===== config.mk =====
export PLATFORM = sky130hd
export DESIGN_NAME = sign_addsub_frontend_flat
export DESIGN_NICKNAME = d
export VERILOG_FILES = /design/src/rtl/sign_addsub_pkg.sv /design/src/rtl/sign_addsub_frontend_if.sv /design/src/rtl/sign_addsub_tmo.sv /design/src/rtl/sign_addsub_frontend.sv /design/src/flat_wrapper.sv
export SDC_FILE = /design/constraint.sdc
export NUM_CORES = 1
export LEC_CHECK = 0
export CAP_MARGIN = 20
export CORE_MARGIN = 2
export CORE_UTILIZATION = 28
export DETAILED_ROUTE_END_ITERATION = 6
export PLACE_DENSITY_LB_ADDON = 0.15
export SLEW_MARGIN = 10
export SYNTH_ARGS = -nofsm -noshare
export SYNTH_HDL_FRONTEND = slang
export SYNTH_SLANG_ARGS = --single-unit

===== constraint.sdc =====
create_clock -name clk -period 4.5 [get_ports clk]
set_input_delay 0.9 -clock clk [delete_from_list [all_inputs] [get_ports clk]]
set_output_delay 0.9 -clock clk [all_outputs]
set_load 0.005 [all_outputs]

===== src/rtl/sign_addsub_pkg.sv =====
// Shared definitions for the sign-magnitude add/sub front end and core:
// framer FSM states, header bit positions and sign-magnitude field helpers.
package sign_addsub_pkg;

  typedef enum logic [1:0] {HDR, GET_A, GET_B, HOLD} fe_state_e;

  localparam int HDR_SYNC_BIT = 7;
  localparam int HDR_SUB_BIT  = 0;

  // Sign-magnitude layout: MSB is the sign, the rest is the magnitude.
  function automatic int sm_sign_bit(input int w);
    return w - 1;
  endfunction

  function automatic int sm_mag_msb(input int w);
    return w - 2;
  endfunction

endpackage


===== src/rtl/sign_addsub_frontend_if.sv =====
// Byte-stream input and operand-pair output of the framer.
// slave = framer side, master = stream source / core side.
interface sign_addsub_frontend_if #(
  parameter int DATA_W = 8,
  parameter int CNT_W  = 8
);
  logic [DATA_W-1:0] in_data;
  logic              in_valid;
  logic              in_ready;
  logic [DATA_W-1:0] op_a;
  logic [DATA_W-1:0] op_b;
  logic              op_sub;
  logic              op_valid;
  logic              op_ready;
  logic              frame_err;
  logic [CNT_W-1:0]  frame_cnt;

  modport slave (
    input  in_data, in_valid, op_ready,
    output in_ready, op_a, op_b, op_sub, op_valid, frame_err, frame_cnt
  );

  modport master (
    output in_data, in_valid, op_ready,
    input  in_ready, op_a, op_b, op_sub, op_valid, frame_err, frame_cnt
  );
endinterface


===== src/rtl/sign_addsub_tmo.sv =====
// Inter-byte timeout counter. expired_o fires on the idle cycle that would
// bring the count to TIMEOUT; clr_i (byte accepted / idle state) always wins.
module sign_addsub_tmo #(
  parameter int TIMEOUT = 255,
  localparam int W = $clog2(TIMEOUT + 1)
) (
  input  logic clk,
  input  logic rst,
  input  logic clr_i,
  input  logic en_i,
  output logic expired_o
);
  logic [W-1:0] cnt_q, cnt_d;

  assign expired_o = en_i && !clr_i && (cnt_q == W'(TIMEOUT - 1));

  // Next count: clear on accept/idle state or on expiry, else count idle cycles.
  always_comb begin
    cnt_d = cnt_q;
    if (clr_i || expired_o) cnt_d = '0;
    else if (en_i)          cnt_d = cnt_q + 1'b1;
  end

  // Count register.
  always_ff @(posedge clk or posedge rst) begin
    if (rst) cnt_q <= '0;
    else     cnt_q <= cnt_d;
  end
endmodule


===== src/rtl/sign_addsub_frontend.sv =====
// Frames a {header, A, B} byte stream into one operand pair for the
// sign-magnitude add/sub core, with a 1-deep output register, bad-header and
// inter-byte timeout detection, and a delivered-frame counter.
// Build option: SIGN_ADDSUB_2C_CONV_EN converts two's-complement A/B bytes to
// sign-magnitude at capture (most negative value saturates and flags frame_err).
module sign_addsub_frontend #(
  parameter int DATA_W  = 8,
  parameter int TIMEOUT = 255,
  parameter int CNT_W   = 8
) (
  input logic                   clk,
  input logic                   rst,
  sign_addsub_frontend_if.slave bus
);
  import sign_addsub_pkg::*;

  fe_state_e         state_q;
  logic              sub_q;
  logic [DATA_W-1:0] a_q, b_q;
  logic [DATA_W-1:0] op_a_q, op_b_q;
  logic              op_sub_q, op_valid_q;
  logic              frame_err_q, in_ready_q;
  logic [CNT_W-1:0]  frame_cnt_q;

  logic              acc, drain, out_free, tmo_clr, tmo_en, tmo_exp;
  logic [DATA_W:0]   cap;  // {saturation flag, captured operand}

`ifdef SIGN_ADDSUB_2C_CONV_EN
  localparam int SGN     = sm_sign_bit(DATA_W);
  localparam int MAG_MSB = sm_mag_msb(DATA_W);

  function automatic logic [DATA_W:0] capture(input logic [DATA_W-1:0] x);
    logic [DATA_W-1:0] neg;
    neg = -x;
    if (!x[SGN])                 capture = {1'b0, x};
    else if (x[MAG_MSB:0] == '0) capture = {1'b1, 1'b1, {(DATA_W-1){1'b1}}};
    else                         capture = {1'b0, 1'b1, neg[MAG_MSB:0]};
  endfunction
`else
  function automatic logic [DATA_W:0] capture(input logic [DATA_W-1:0] x);
    capture = {1'b0, x};
  endfunction
`endif

  assign cap      = capture(bus.in_data);
  assign acc      = bus.in_valid && in_ready_q;
  assign drain    = op_valid_q && bus.op_ready;
  assign out_free = !op_valid_q || bus.op_ready;
  assign tmo_clr  = acc || (state_q == HDR) || (state_q == HOLD);
  assign tmo_en   = (state_q == GET_A) || (state_q == GET_B);

  sign_addsub_tmo #(.TIMEOUT(TIMEOUT)) u_tmo (
    .clk       (clk),
    .rst       (rst),
    .clr_i     (tmo_clr),
    .en_i      (tmo_en),
    .expired_o (tmo_exp)
  );

  // Framer FSM, staging registers, output register and frame counter.
  always_ff @(posedge clk or posedge rst) begin
    if (rst) begin
      state_q     <= HDR;
      sub_q       <= 1'b0;
      a_q         <= '0;
      b_q         <= '0;
      op_a_q      <= '0;
      op_b_q      <= '0;
      op_sub_q    <= 1'b0;
      op_valid_q  <= 1'b0;
      frame_err_q <= 1'b0;
      frame_cnt_q <= '0;
      in_ready_q  <= 1'b0;
    end else begin
      frame_err_q <= 1'b0;
      in_ready_q  <= 1'b1;
      if (drain) begin
        op_valid_q  <= 1'b0;
        frame_cnt_q <= frame_cnt_q + 1'b1;
      end
      case (state_q)
        HDR: if (acc) begin
          if (bus.in_data[HDR_SYNC_BIT]) begin
            sub_q   <= bus.in_data[HDR_SUB_BIT];
            state_q <= GET_A;
          end else begin
            frame_err_q <= 1'b1;
          end
        end
        GET_A: if (acc) begin
          a_q         <= cap[DATA_W-1:0];
          frame_err_q <= cap[DATA_W];
          state_q     <= GET_B;
        end else if (tmo_exp) begin
          frame_err_q <= 1'b1;
          state_q     <= HDR;
        end
        GET_B: if (acc) begin
          frame_err_q <= cap[DATA_W];
          if (out_free) begin
            // Load straight through; a same-edge drain leaves no bubble.
            op_a_q     <= a_q;
            op_b_q     <= cap[DATA_W-1:0];
            op_sub_q   <= sub_q;
            op_valid_q <= 1'b1;
            state_q    <= HDR;
          end else begin
            b_q        <= cap[DATA_W-1:0];
            in_ready_q <= 1'b0;
            state_q    <= HOLD;
          end
        end else if (tmo_exp) begin
          frame_err_q <= 1'b1;
          state_q     <= HDR;
        end
        HOLD: if (out_free) begin
          op_a_q     <= a_q;
          op_b_q     <= b_q;
          op_sub_q   <= sub_q;
          op_valid_q <= 1'b1;
          state_q    <= HDR;
        end else begin
          in_ready_q <= 1'b0;
        end
        default: state_q <= HDR;
      endcase
    end
  end

  assign bus.in_ready  = in_ready_q;
  assign bus.op_a      = op_a_q;
  assign bus.op_b      = op_b_q;
  assign bus.op_sub    = op_sub_q;
  assign bus.op_valid  = op_valid_q;
  assign bus.frame_err = frame_err_q;
  assign bus.frame_cnt = frame_cnt_q;
endmodule

===== src/flat_wrapper.sv =====
// flat-port wrapper written by rule: the top's interface ports become plain ports
module sign_addsub_frontend_flat import sign_addsub_pkg::*;
#(
  parameter int DATA_W  = 8,
  parameter int TIMEOUT = 255,
  parameter int CNT_W   = 8
)
  (clk, rst, bus_in_data, bus_in_valid, bus_op_ready, bus_in_ready, bus_op_a, bus_op_b, bus_op_sub, bus_op_valid, bus_frame_err, bus_frame_cnt);
  sign_addsub_frontend_if #(.DATA_W(DATA_W), .CNT_W(CNT_W)) bus_i ();
  input logic clk;
  input logic rst;
  input wire logic [$bits(bus_i.in_data)-1:0] bus_in_data;
  input wire logic [$bits(bus_i.in_valid)-1:0] bus_in_valid;
  input wire logic [$bits(bus_i.op_ready)-1:0] bus_op_ready;
  output wire logic [$bits(bus_i.in_ready)-1:0] bus_in_ready;
  output wire logic [$bits(bus_i.op_a)-1:0] bus_op_a;
  output wire logic [$bits(bus_i.op_b)-1:0] bus_op_b;
  output wire logic [$bits(bus_i.op_sub)-1:0] bus_op_sub;
  output wire logic [$bits(bus_i.op_valid)-1:0] bus_op_valid;
  output wire logic [$bits(bus_i.frame_err)-1:0] bus_frame_err;
  output wire logic [$bits(bus_i.frame_cnt)-1:0] bus_frame_cnt;
  assign bus_i.in_data = bus_in_data;
  assign bus_i.in_valid = bus_in_valid;
  assign bus_i.op_ready = bus_op_ready;
  assign bus_in_ready = bus_i.in_ready;
  assign bus_op_a = bus_i.op_a;
  assign bus_op_b = bus_i.op_b;
  assign bus_op_sub = bus_i.op_sub;
  assign bus_op_valid = bus_i.op_valid;
  assign bus_frame_err = bus_i.frame_err;
  assign bus_frame_cnt = bus_i.frame_cnt;
  sign_addsub_frontend #(.DATA_W(DATA_W), .TIMEOUT(TIMEOUT), .CNT_W(CNT_W)) u_core (.clk(clk), .rst(rst), .bus(bus_i));
endmodule

After elaboration in Yosys (flattened, before gate mapping)
Index checks and enable logic that the tools add are counted.
{ "word_totals": {"regBits": 55, "out_inout_bits": 28} }
{ "op_classes": {"n_addsub": 2, "n_eq_ne": 9, "muxes": 32, "n_bitwise": 1, "reduce_logical": 21} }
{ "op_table": {"columns": ["cell", "n"], "rows": [
  ["8-bit two-way mux", 7],
  ["8-bit case mux with 2 select lines", 2],
  ["8-bit by 1-bit adder with 8-bit output, second input constant", 2],
  ["2-bit two-way mux", 7],
  ["1-bit two-way mux", 11],
  ["3-bit AND reduction", 3],
  ["8-bit == test, second input constant", 1],
  ["2-bit by 1-bit != test with 1-bit output, second input constant", 4],
  ["1-bit case mux with 2 select lines", 4],
  ["2-bit case mux with 4 select lines", 1],
  ["1-bit logical OR", 5],
  ["2-bit == test, second input constant", 2],
  ["1-bit logical AND", 4],
  ["2-bit AND reduction", 2],
  ["4-bit AND reduction", 1],
  ["2-bit nonzero test", 2],
  ["2-bit by 1-bit == test with 1-bit output, second input constant", 1],
  ["1-bit zero test", 2],
  ["2-bit zero test", 1],
  ["2-bit != test, second input constant", 1],
  ["2-bit OR reduction", 1],
  ["1-bit NOT", 1]
]} }

Logic depth before layout (Yosys ltp)
Gate-level depths: netlist of the first run.
{ "logic_depth": {"ltp_word": 9, "depth_mapped": 8, "depth_no_buf": 6} }

By module
From an unflattened synthesis of the first run, not the netlist that was laid out.
{ "hier_totals": {"hier_cells": 202, "hier_area_um2": 2661.3} }
{ "modules_own_cells": {"columns": ["module", "instances", "cells_each", "area_per_inst_um2"], "rows": [
  ["sign_addsub_frontend", 1, 155, 2187.1],
  ["sign_addsub_tmo", 1, 47, 474.2]
]} }

Worst setup path after synthesis of the first run
No wires, ideal clock.
{ "synth_path": {"path_type": "input to register", "from": "input port bus_op_ready", "to": "register u_core.op_a_q[0], in the netlist u_core.bus.op_a[0]", "setup_ps": 125, "t_arrival_ps": 1837, "setup_slack_ps": 2538, "cell_stages": 4, "path_cell_list": "and2b_1 -> a21oi_4 -> buf_8 -> mux2_4"} }
{ "synth_between": {"elab_chain_cells": 4} }
{ "synth_rtl": {"columns": ["item", "line_no", "rtl"], "rows": [
  ["start: declaration", "flat_wrapper.sv:14", "input wire logic [$bits(bus_i.op_ready)-1:0] bus_op_ready;"],
  ["1-bit logical OR (*)", "sign_addsub_frontend.sv:48", "assign out_free = !op_valid_q || bus.op_ready;"],
  ["8-bit two-way mux (*)", null, null],
  ["8-bit two-way mux", null, null],
  ["8-bit case mux with 2 select lines (*)", null, null],
  ["end signal: assignment", "sign_addsub_frontend.sv:102", "op_a_q <= a_q;"],
  ["end signal: assignment", "sign_addsub_frontend.sv:117", "op_a_q <= a_q;"],
  ["end: declaration", "sign_addsub_frontend.sv:20", "logic [DATA_W-1:0] op_a_q, op_b_q;"]
]} }
Mark *: on every way between the ends. The rest lies on a longest branch, timed or not. The select of a mux whose other input is x is not followed.
A chain may end at the register's enable or synchronous reset.

Final worst setup path of the first run
{ "layout_path": {"from": "input port bus_op_ready", "to": "register u_core.op_sub_q, in the netlist u_core.bus.op_sub"} }
{ "layout_between": {"elab_chain_cells": 4} }
{ "layout_rtl": {"columns": ["item", "line_no", "rtl"], "rows": [
  ["1-bit logical OR (*)", "sign_addsub_frontend.sv:48", null],
  ["1-bit two-way mux (*)", null, null],
  ["1-bit two-way mux", null, null],
  ["1-bit case mux with 2 select lines (*)", null, null],
  ["end signal: assignment", "sign_addsub_frontend.sv:104", "op_sub_q <= sub_q;"],
  ["end signal: assignment", "sign_addsub_frontend.sv:119", "op_sub_q <= sub_q;"],
  ["end: declaration", "sign_addsub_frontend.sv:21", "logic op_sub_q, op_valid_q;"]
]} }
Marks and branches as above.

==> run metrics, run 1 <==
status finished, final reports clean; ratio of routed vias to standard cells 4.509; antenna diode count 0; worst slack, placed 1.596 ns; buffers inserted during post-CTS setup optimization 0; fraction of synthesized cell area in xor and xnor cells 4.871%; CTS resizes 0; Post-Synthesis Net Count 222; die footprint 9765 um2; share of the synthesized area in compound gates (AO/OA/AOI/OAI) 6.511%; WHS Path Cells 1; adder-cell area share of the yosys netlist 3.479%; Syn Std Cell Area 2517 um2; DRC Markers 0; Critical Path, Cell by Cell clkdlybuf4s50_1 -> and2b_1 -> a21oi_4 -> mux2_2; Register Area 1376 um2; Worst-Margin Slew 0.7809 ns; num ports 40; sequential-to-total area share from yosys stat 54.67%; type of the most critical hold path flop to flop; DRT Pass-1 Iters 3; total length of routed wires 4839 um; clock-pin slew on the worst setup and hold paths 0.10 ns; fraction of registers with async set/reset 100.0%; relative max-transition margin 47.94%; Distinct cells, synth 40; CTS hold repair buffers 0; total CTS buffers 5; Static Leak 1.307 nW; chip height 98.82 um; TritonCTS clock tree yes; library cell contributing the largest single delay on the critical path sky130_fd_sc_hd__a21oi_4; Area growth syn-to-layout 22.37%; Peak Freq 0.3925 GHz; total setup violations reported at the end of the flow 0; setup repair after global routing missed its margin false; count of state elements after synthesis 55; cell count along the critical path 4; maximum net fanout on the critical path 25; core region area 8721 um2; detailed-placement wirelength estimate 3323 um; post-synthesis instance total 203; TritonCTS sink count 55; max-cap violations 0; share of cells above drive strength 1 18.44%; mux share of post-synthesis cell area 15.85%; kind of cell adding the most delay to the critical path compound AO/OA/AOI/OAI gates; Worst Skew 0.01305 ns; delay of the slowest cell on the worst path 0.63 ns; peak ir drop on the vdd network 0.2517 mV; die outline width 98.82 um; Final Wtd Congestion 0.7378; Critical Setup Path Class input port to flop; multi-input gate area in the final layout 1056 um2; clock latency reported for the late side of the worst-skew pair 0.32 ns; number of buffers added on ports 39; Worst Slack Setup Final 1.952 ns; total routing resource utilization after global routing 10.72%; met2 routed WL 2132 um; fill cell total of the finished layout 869; final hold viol count 0; number of placement rows 34; combinational family with the most area after synthesis multiplexers; number of max-slew violations in the final report 0; CTS Root Cell sky130_fd_sc_hd__clkbuf_8; number of flops mapped to enable cells by yosys 0; first-pass GRT wire length 8418 um; worst r2r path cells 4; antenna-violating nets left 0; Routed WL per cell 13.75 um; final cycle utilization of the critical path 56.62%; endpoint arrival time on the critical path 2.76 ns; detailed-routing wirelength on met1 2440 um; Post-Route Setup TNS 0 ns; Crit path buffers/inverters 1; total via count after detailed routing 1587; kind of start point of the critical path input port; share of the core filled with cells 35.32%; uppermost layer routed met4; pin count of the biggest net entering global routing 35; mean post-synth cell area 12.40 um2; Top FF cell, synth sky130_fd_sc_hd__dfrtp_1; DRC marker count from the first detailed-route iteration 47; Max H-tree Level 2; number of synthesis warnings 0; deepest clock path buffer count 2; power density normalized to cell area 574.2 nW/um2; Post-Synth Simple-Gate Area 11.23%; vias in the first global route 1703; number of nets in the layout 262; sum of met3 wire segment lengths after detailed routing 193 um; number of antenna violations at the first check in global routing 0; endpoint type of the worst setup path flop; Starting Density 28.87%; required time reported for the critical path endpoint 4.71 ns; global route overflow 0; min Tclk post-route 2.548 ns
final cells by class:
cell class	count	share of cell area [%]
multi-input cells	136	34.28
inverters	5	0.6093
well taps	108	4.387
clock buffers	5	2.234
flip-flops and latches	55	44.68
clock inverters	3	0.8936
repair buffers	40	12.92
cell usage after synthesis (2+ instances only):
cell type | number | area (um2)
sky130_fd_sc_hd__a211o_1 | 2 | 17.52
sky130_fd_sc_hd__a21oi_1 | 11 | 55.05
sky130_fd_sc_hd__and3_1 | 4 | 25.02
sky130_fd_sc_hd__buf_6 | 3 | 33.78
sky130_fd_sc_hd__dfrtp_1 | 55 | 1376
sky130_fd_sc_hd__ha_1 | 7 | 87.58
sky130_fd_sc_hd__inv_1 | 5 | 18.77
sky130_fd_sc_hd__mux2_2 | 23 | 259.0
sky130_fd_sc_hd__mux2_4 | 4 | 60.06
sky130_fd_sc_hd__mux2i_1 | 8 | 80.08
sky130_fd_sc_hd__nand2_1 | 12 | 45.04
sky130_fd_sc_hd__nand3_1 | 2 | 10.01
sky130_fd_sc_hd__nand4_1 | 5 | 31.28
sky130_fd_sc_hd__nor2_1 | 23 | 86.33
sky130_fd_sc_hd__nor3_1 | 2 | 10.01
sky130_fd_sc_hd__xnor2_1 | 7 | 61.31
sky130_fd_sc_hd__xor2_1 | 7 | 61.31
layout by cell type, fill, tap and decap left out, types with 4 or more instances in the layout:
master,count
sky130_fd_sc_hd__nand2_1,12
sky130_fd_sc_hd__mux2i_1,8
sky130_fd_sc_hd__nand4_1,5
sky130_fd_sc_hd__clkdlybuf4s50_1,39
sky130_fd_sc_hd__mux2_2,23
sky130_fd_sc_hd__xnor2_1,7
sky130_fd_sc_hd__a21oi_1,11
sky130_fd_sc_hd__nor2_1,23
sky130_fd_sc_hd__inv_1,4
sky130_fd_sc_hd__ha_1,7
sky130_fd_sc_hd__clkbuf_8,5
sky130_fd_sc_hd__xor2_1,7
sky130_fd_sc_hd__mux2_4,4
sky130_fd_sc_hd__dfrtp_1,55
sky130_fd_sc_hd__and3_1,4
stage by stage:
step	std cells	instance area [um2]	hold WS, ns	power, mW
floorplan	203	2517	0.4684	1.228
global placement	344	2984	0.4617	1.494
detailed placement	344	2984	0.4720	1.500
CTS	352	3080	0.4887	1.804
global route	352	3080	0.5203	1.905
finish	352	3080	0.4789	1.769
routing by layer:
layer	global-route usage (%)	vias up
met5	0	-
met4	3.793	0
met3	2.837	7
met2	16.11	24
met1	14.93	779
li1	-	777
registers in the layout, indices dropped and copies added (netlist names):
register and cells:
u_core.bus.frame_err 1, u_core.b_q 8, u_core.a_q 8, u_core.bus.op_valid 1
u_core.bus.op_b 8, u_core.bus.frame_cnt 8, u_core.bus.op_a 8, u_core.bus.in_ready 1
u_core.state_q 2, u_core.sub_q 1, u_core.bus.op_sub 1, u_core.u_tmo.cnt_q 8
report_power, final:
group	leakage (nW)	switching [mW]	internal, mW
logic	0.567	0.281	0.412
clock network	0.0463	0.181	0.115
registers	0.694	0.109	0.672
total	1.31	0.570	1.20
final timing paths:
| path | start | endpoint | slack, ns |
|---|---|---|---|
| max in group asynchronous | rst | u_core.b_q[5] | 2.73 |
| worst min-delay path | u_core.bus.frame_cnt[7] | u_core.bus.frame_cnt[7] | 0.48 |
| worst max-delay path | bus_op_ready | u_core.bus.op_sub | 1.95 |
| min in group asynchronous | rst | u_core.b_q[7] | 1.01 |
| worst min register to register | u_core.bus.frame_cnt[7] | u_core.bus.frame_cnt[7] | 0.48 |
| worst max register to register | u_core.state_q[1] | u_core.bus.op_sub | 2.05 |
cells by family (layout without fill, tap and decap cells):
logic type | Yosys count | in the layout
XOR/XNOR | 14 | 14
adder cells (fa/ha/maj) | 7 | 7
buffers and inverters | 12 | 53
AND/OR/NAND/NOR | 57 | 57
multiplexers | 35 | 35
AO/OA/AOI/OAI | 23 | 23
flip-flops | 55 | 55
Power figures use the tool's default switching activity.
==> inputs of run 2 (changes only) <==
- clock period: 4.5 -> 2.1 ns (I/O delays scaled with it)
==> run 2 against run 1 <==
  * Combinational power is 130% higher
  * Clock-buffer cell count grew 1
  * Utilization up 0.76 points
  * Sequential power is 120% higher
  * Worst hold slack got worse by 0.012 ns
  * Sequential share of layout area down 0.94 points
  * Critical path depth increased by 2
  * Highest routed layer unchanged
  * Via count is 1.2% higher
  * Sequential cell count unchanged
  * First-iteration DRC count down 6.4%
==> run metrics, run 2 (same netlist as run 1, synthesis figures left out) <==
pin count of the biggest net entering global routing 56 (+60%); total CTS buffers 5 (unchanged); kind of start point of the critical path flop; maximum net fanout on the critical path 13 (-48%); Area after DPL 3062 um2 (+2.6%); chip height 98.82 um (unchanged); required time reported for the critical path endpoint 2.30 ns (-2.41 ns); status finished, final reports clean; die footprint 9765 um2 (unchanged); number of buffers added on ports 39 (unchanged); most frequent standard cell in the layout excluding fill and tap cells sky130_fd_sc_hd__dfrtp_1; clock-pin slew on the worst setup and hold paths 0.10 ns (about the same); max-cap violations 0 (unchanged); total setup violations reported at the end of the flow 0 (unchanged); Worst-Margin Slew 0.3206 ns (-0.4602 ns); relative max-transition margin 78.62% (+31 points); Peak Freq 0.5538 GHz; min Tclk post-route 1.806 ns; peak ir drop on the vdd network 0.5220 mV (+110%); CTS hold repair buffers 0 (unchanged); buffers inserted during post-CTS setup optimization 0 (unchanged); Static Leak 1.346 nW (+3.0%); flop-to-flop setup slack 0.29 ns (-1.76 ns); fill cell total of the finished layout 884 (+1.7%); multi-input gate area in the final layout 1056 um2 (unchanged); detailed-placement wirelength estimate 3341 um (+0.54%); number of max-slew violations in the final report 0 (unchanged); total via count after detailed routing 1606 (+1.2%); antenna diode count 0 (unchanged); CTS resizes 0 (unchanged); Starting Density 28.87% (unchanged); global route overflow 0 (unchanged); Register Area 1376 um2 (unchanged); antenna-violating nets left 0 (unchanged); Routed WL per cell 13.53 um (-1.5%); ratio of routed vias to standard cells 4.474 (-0.78%); endpoint arrival time on the critical path 2.01 ns (-0.75 ns); final hold viol count 0 (unchanged); number of antenna violations at the first check in global routing 0 (unchanged); number of placement rows 34 (unchanged); TritonCTS sink count 55 (unchanged); post-route design area 3147 um2 (+2.2%); type of the most critical hold path input port to asynchronous set/reset pin; total length of routed wires 4859 um (+0.41%); CTS Root Cell sky130_fd_sc_hd__clkbuf_8; deepest clock path buffer count 2 (unchanged); number of nets in the layout 269 (+2.7%); die outline width 98.82 um (unchanged); total routing resource utilization after global routing 10.56% (-0.16 points); power density normalized to cell area 1221 nW/um2 (+110%); Area growth syn-to-layout 25.00%; DRC marker count from the first detailed-route iteration 44 (-6.4%); TritonCTS clock tree yes; vias in the first global route 1653 (-2.9%); clock latency reported for the late side of the worst-skew pair 0.31 ns (about the same); share of cells above drive strength 1 20.32% (+1.9 points); num ports 40 (unchanged); DRC Markers 0 (unchanged); final cycle utilization of the critical path 85.99%; Post-Route Setup TNS 0 ns (unchanged); Worst Skew 0.005141 ns (-0.007908 ns); Critical Setup Path Class flop to flop; endpoint type of the worst setup path flop; DRT Pass-1 Iters 4 (+1); Max H-tree Level 2 (unchanged); core region area 8721 um2 (unchanged); most frequent cells in the layout sky130_fd_sc_hd__dfrtp_1, sky130_fd_sc_hd__clkdlybuf4s50_1, sky130_fd_sc_hd__nor2_1, sky130_fd_sc_hd__mux2_2, sky130_fd_sc_hd__nand2_1; Final Wtd Congestion 0.7190 (-2.5%); first-pass GRT wire length 8245 um (-2.1%); setup repair after global routing missed its margin false
[run 2: worst max-delay path, cell delays in order (launching register included)]
cell	delay (ns)
sky130_fd_sc_hd__dfrtp_1	0.38
sky130_fd_sc_hd__inv_1	0.09
sky130_fd_sc_hd__ha_1	0.29
sky130_fd_sc_hd__nand2b_2	0.24
sky130_fd_sc_hd__a21oi_4	0.20
sky130_fd_sc_hd__buf_12	0.16
sky130_fd_sc_hd__mux2_2	0.33
[run 2: area by class of cell]
cell class              instances  area share [%]
flip-flops and latches         55           43.74
multi-input cells             136           33.56
repair buffers                 47           15.11
well taps                     108           4.294
clock buffers                   6           2.306
inverters                       5          0.5964
clock inverters                 2          0.3976
[run 2: path summary, 6_finish.rpt]
check,start,to,cells after the start
min reg2reg,u_core.bus.frame_cnt[7],u_core.bus.frame_cnt[7],1
max reg2reg,u_core.state_q[0],u_core.bus.op_a[4],6
min in group clk,u_core.bus.frame_cnt[7],u_core.bus.frame_cnt[7],1
max in group asynchronous,rst,u_core.bus.frame_err,3
max,u_core.state_q[0],u_core.bus.op_a[4],6
min,rst,u_core.bus.op_a[5],3
[run 2: layer usage]
| metal | share of wire (%) | GRT usage (%) |
|---|---|---|
| met1 | 51 | 15.05 |
| met2 | 44 | 15.75 |
| met3 | 2.7 | 2.411 |
| met4 | 1.6 | 3.793 |
| met5 | 0 | 0 |
[run 2: where the power goes]
| part | total (mW) | leakage (nW) | internal, mW | switching, mW |
|---|---|---|---|---|
| Clock | 0.581 | 0.0412 | 0.234 | 0.347 |
| Sequential | 1.68 | 0.694 | 1.44 | 0.239 |
| Combinational | 1.58 | 0.611 | 0.964 | 0.618 |
[run 2: per-stage QoR]
stage | cells | util (%) | total power, mW | hold slack, ns | worst slack (ns)
finish | 359 | 36.08 | 3.844 | 0.4666 | 0.2943
detailed placement | 351 | 35.11 | 3.308 | 0.4781 | 0.05213
floorplan | 203 | - | 2.632 | 0.4684 | 0.3371
CTS | 359 | 36.08 | 3.916 | 0.4800 | 0.2748
global placement | 351 | 35.11 | 3.303 | 0.4642 | 0.09984
global route | 359 | 36.08 | 4.137 | 0.4936 | 0.1663
==> inputs of run 3 (changes only) <==
- REMOVE_ABC_BUFFERS: default -> 1
==> run 3 against run 2 <==
  * Clock power rose by 24%
  * Register-to-register slack got worse by 0.05 ns
  * Combinational power barely moved
  * Sequential share of layout area fell by 0.46 points
  * Largest cell class unchanged
  * Wire length decreased by 2.9%
  * Worst setup slack got worse by 0.046 ns
  * Clock skew rose by 0.0079 ns
  * Non-clock buffer count grew 1
  * Global-route usage is 0.060 points lower
  * Sequential power hardly changed
==> run metrics, run 3 (same netlist as run 1, synthesis figures left out) <==
Peak Freq 0.5402 GHz (-2.5%); type of the most critical hold path input port to asynchronous set/reset pin; final cycle utilization of the critical path 88.16% (+2.2 points); Internal Pwr Total 2.759 mW (+4.5%); Static Leak 1.364 nW (+1.4%); total length of routed wires 4718 um (-2.9%); most frequent standard cell in the layout excluding fill and tap cells sky130_fd_sc_hd__dfrtp_1; share of the core filled with cells 36.47% (+0.39 points); most frequent cells in the layout sky130_fd_sc_hd__dfrtp_1, sky130_fd_sc_hd__clkdlybuf4s50_1, sky130_fd_sc_hd__nor2_1, sky130_fd_sc_hd__mux2_2, sky130_fd_sc_hd__nand2_1; reported net switching power 1.213 mW (+0.76%); switching share of total power 30.55% (-0.78 points); flop-to-flop setup slack 0.25 ns (-0.05 ns); total via count after detailed routing 1591 (-0.93%); ratio of routed vias to standard cells 4.419 (-1.2%); global route overflow 0 (unchanged); num ports 40 (unchanged); Area growth syn-to-layout 26.34%; Register Area 1376 um2 (unchanged); fill cell total of the finished layout 855 (-3.3%); TritonCTS clock tree yes; first-pass GRT wire length 8280 um (+0.42%); worst r2r path cells 6 (unchanged); CTS hold repair buffers 0 (unchanged); total power 3.972 mW (+3.3%); kind of start point of the critical path flop; Starting Density 28.87% (unchanged); die outline width 98.82 um (unchanged); DRT Pass-1 Iters 3 (-1); Critical Setup Path Class flop to flop; antenna diode count 0 (unchanged); final hold viol count 0 (unchanged); end point of the critical path u_core.bus.op_a[6]; chip height 98.82 um (unchanged); Final Wtd Congestion 0.7896 (+9.8%); total routing resource utilization after global routing 10.50% (-0.060 points); relative contribution of the clock network to total power 18.2% (+3.1 points); share of cells above drive strength 1 20.63% (+0.32 points); global-route met3 utilization 2.482% (+0.071 points); total setup violations reported at the end of the flow 0 (unchanged); max-cap violations 0 (unchanged); core region area 8721 um2 (unchanged); CTS Root Cell sky130_fd_sc_hd__clkbuf_8; CTS resizes 0 (unchanged); combinational share of power 39.7% (-1.4 points); TritonCTS sink count 55 (unchanged); relative max-transition margin 79.43% (+0.81 points); antenna-violating nets left 0 (unchanged); detailed-placement wirelength estimate 3208 um (-4.0%); setup repair after global routing missed its margin false; min Tclk post-route 1.851 ns (+0.04551 ns); Routed WL per cell 13.11 um (-3.2%); Post-Route Setup TNS 0 ns (unchanged); clock latency reported for the late side of the worst-skew pair 0.31 ns (about the same); Final Non-Filler Cells 360 (+0.28%); pin count of the biggest net entering global routing 56 (unchanged); buffers inserted during post-CTS setup optimization 0 (unchanged); required time reported for the critical path endpoint 2.30 ns (about the same); maximum net fanout on the critical path 25 (+12); met2 Track Usage GR 16.06% (+0.31 points); status finished, final reports clean; met1 routing resource usage after global routing 14.54% (-0.52 points); total CTS buffers 5 (unchanged); peak ir drop on the vdd network 0.4287 mV (-18%); crit path from u_core.state_q[0]; Reg2Reg Launch Point u_core.state_q[0]; endpoint arrival time on the critical path 2.05 ns (+0.04 ns); Worst-Margin Slew 0.3085 ns (-0.01213 ns); total instance count after detailed placement 352 (+0.28%); clock-pin slew on the worst setup and hold paths 0.11 ns (about the same); Worst Skew 0.01299 ns (+0.007853 ns); number of max-slew violations in the final report 0 (unchanged); Area after DPL 3069 um2 (+0.24%); number of placement rows 34 (unchanged); sequential share of power 42.2% (-1.5 points); DRC marker count from the first detailed-route iteration 50 (+14%); worst hold slack after final layout 0.4650 ns (-0.001607 ns); Worst Slack Setup Final 0.2487 ns (-0.04551 ns); worst slack, placed 0.04100 ns (-0.01113 ns); most heavily used metal layer in global routing met2; die footprint 9765 um2 (unchanged); endpoint type of the worst setup path flop; number of nets in the layout 270 (+0.37%); Max H-tree Level 2 (unchanged); multi-input gate area in the final layout 1056 um2 (unchanged); number of antenna violations at the first check in global routing 0 (unchanged); end of the worst register-to-register path u_core.bus.op_a[6]; number of buffers added on ports 39 (unchanged); deepest clock path buffer count 2 (unchanged); post-route design area 3181 um2 (+1.1%); power density normalized to cell area 1249 nW/um2 (+2.2%); vias in the first global route 1712 (+3.6%); DRC Markers 0 (unchanged)
==> run 3: changes by cell type in the layout (fill, tap and decap cells not counted) <==
cell / before / now
sky130_fd_sc_hd__clkinvlp_4: 1 / 0
sky130_fd_sc_hd__buf_4: 6 / 7
sky130_fd_sc_hd__bufinv_16: 0 / 1
sky130_fd_sc_hd__clkinv_2: 1 / 0
sky130_fd_sc_hd__inv_6: 0 / 1
==> run 3: layout make-up <==
type                    instances  share of cell area [%]
multi-input cells             136                   33.20
repair buffers                 48                   15.18
clock inverters                 2                   1.220
well taps                     108                   4.249
flip-flops and latches         55                   43.27
inverters                       5                  0.5901
clock buffers                   6                   2.282
==> run 3: power by group through the flow <==
stage | registers, mW | logic [mW] | clock network [mW]
floorplan | 1.67 | 0.870 | 0
global placement | 1.71 | 1.59 | 0
detailed placement | 1.70 | 1.59 | 0
CTS | 1.68 | 1.60 | 0.756
global route | 1.74 | 1.73 | 0.792
finish | 1.68 | 1.58 | 0.722
==> run 3: worst min-delay path by stage <==
stage | from | end | slack, ns | cells past startpoint
finish | rst | u_core.bus.op_b[3] | 0.46 | 3
global route | u_core.bus.frame_cnt[7] | u_core.bus.frame_cnt[7] | 0.50 | 1
global placement | u_core.bus.frame_cnt[7] | u_core.bus.frame_cnt[7] | 0.46 | 1
CTS | rst | u_core.bus.op_b[3] | 0.48 | 3
floorplan | u_core.bus.frame_cnt[7] | u_core.bus.frame_cnt[7] | 0.47 | 1
detailed placement | u_core.bus.frame_cnt[7] | u_core.bus.frame_cnt[7] | 0.47 | 1
==> run 3: per-layer routing <==
layer	vias to the layer above	share of wire, %
met1	759	51
met4	0	1.5
met5	-	0
met2	30	43
met3	6	4.2
li1	796	-
==> run 3: critical path: stages, from the launching register on <==
cell and delay, ns:
sky130_fd_sc_hd__dfrtp_1 0.39, sky130_fd_sc_hd__inv_1 0.08, sky130_fd_sc_hd__ha_1 0.30, sky130_fd_sc_hd__nand2b_2 0.25, sky130_fd_sc_hd__a21oi_4 0.17, sky130_fd_sc_hd__buf_12 0.19, sky130_fd_sc_hd__mux2_2 0.34
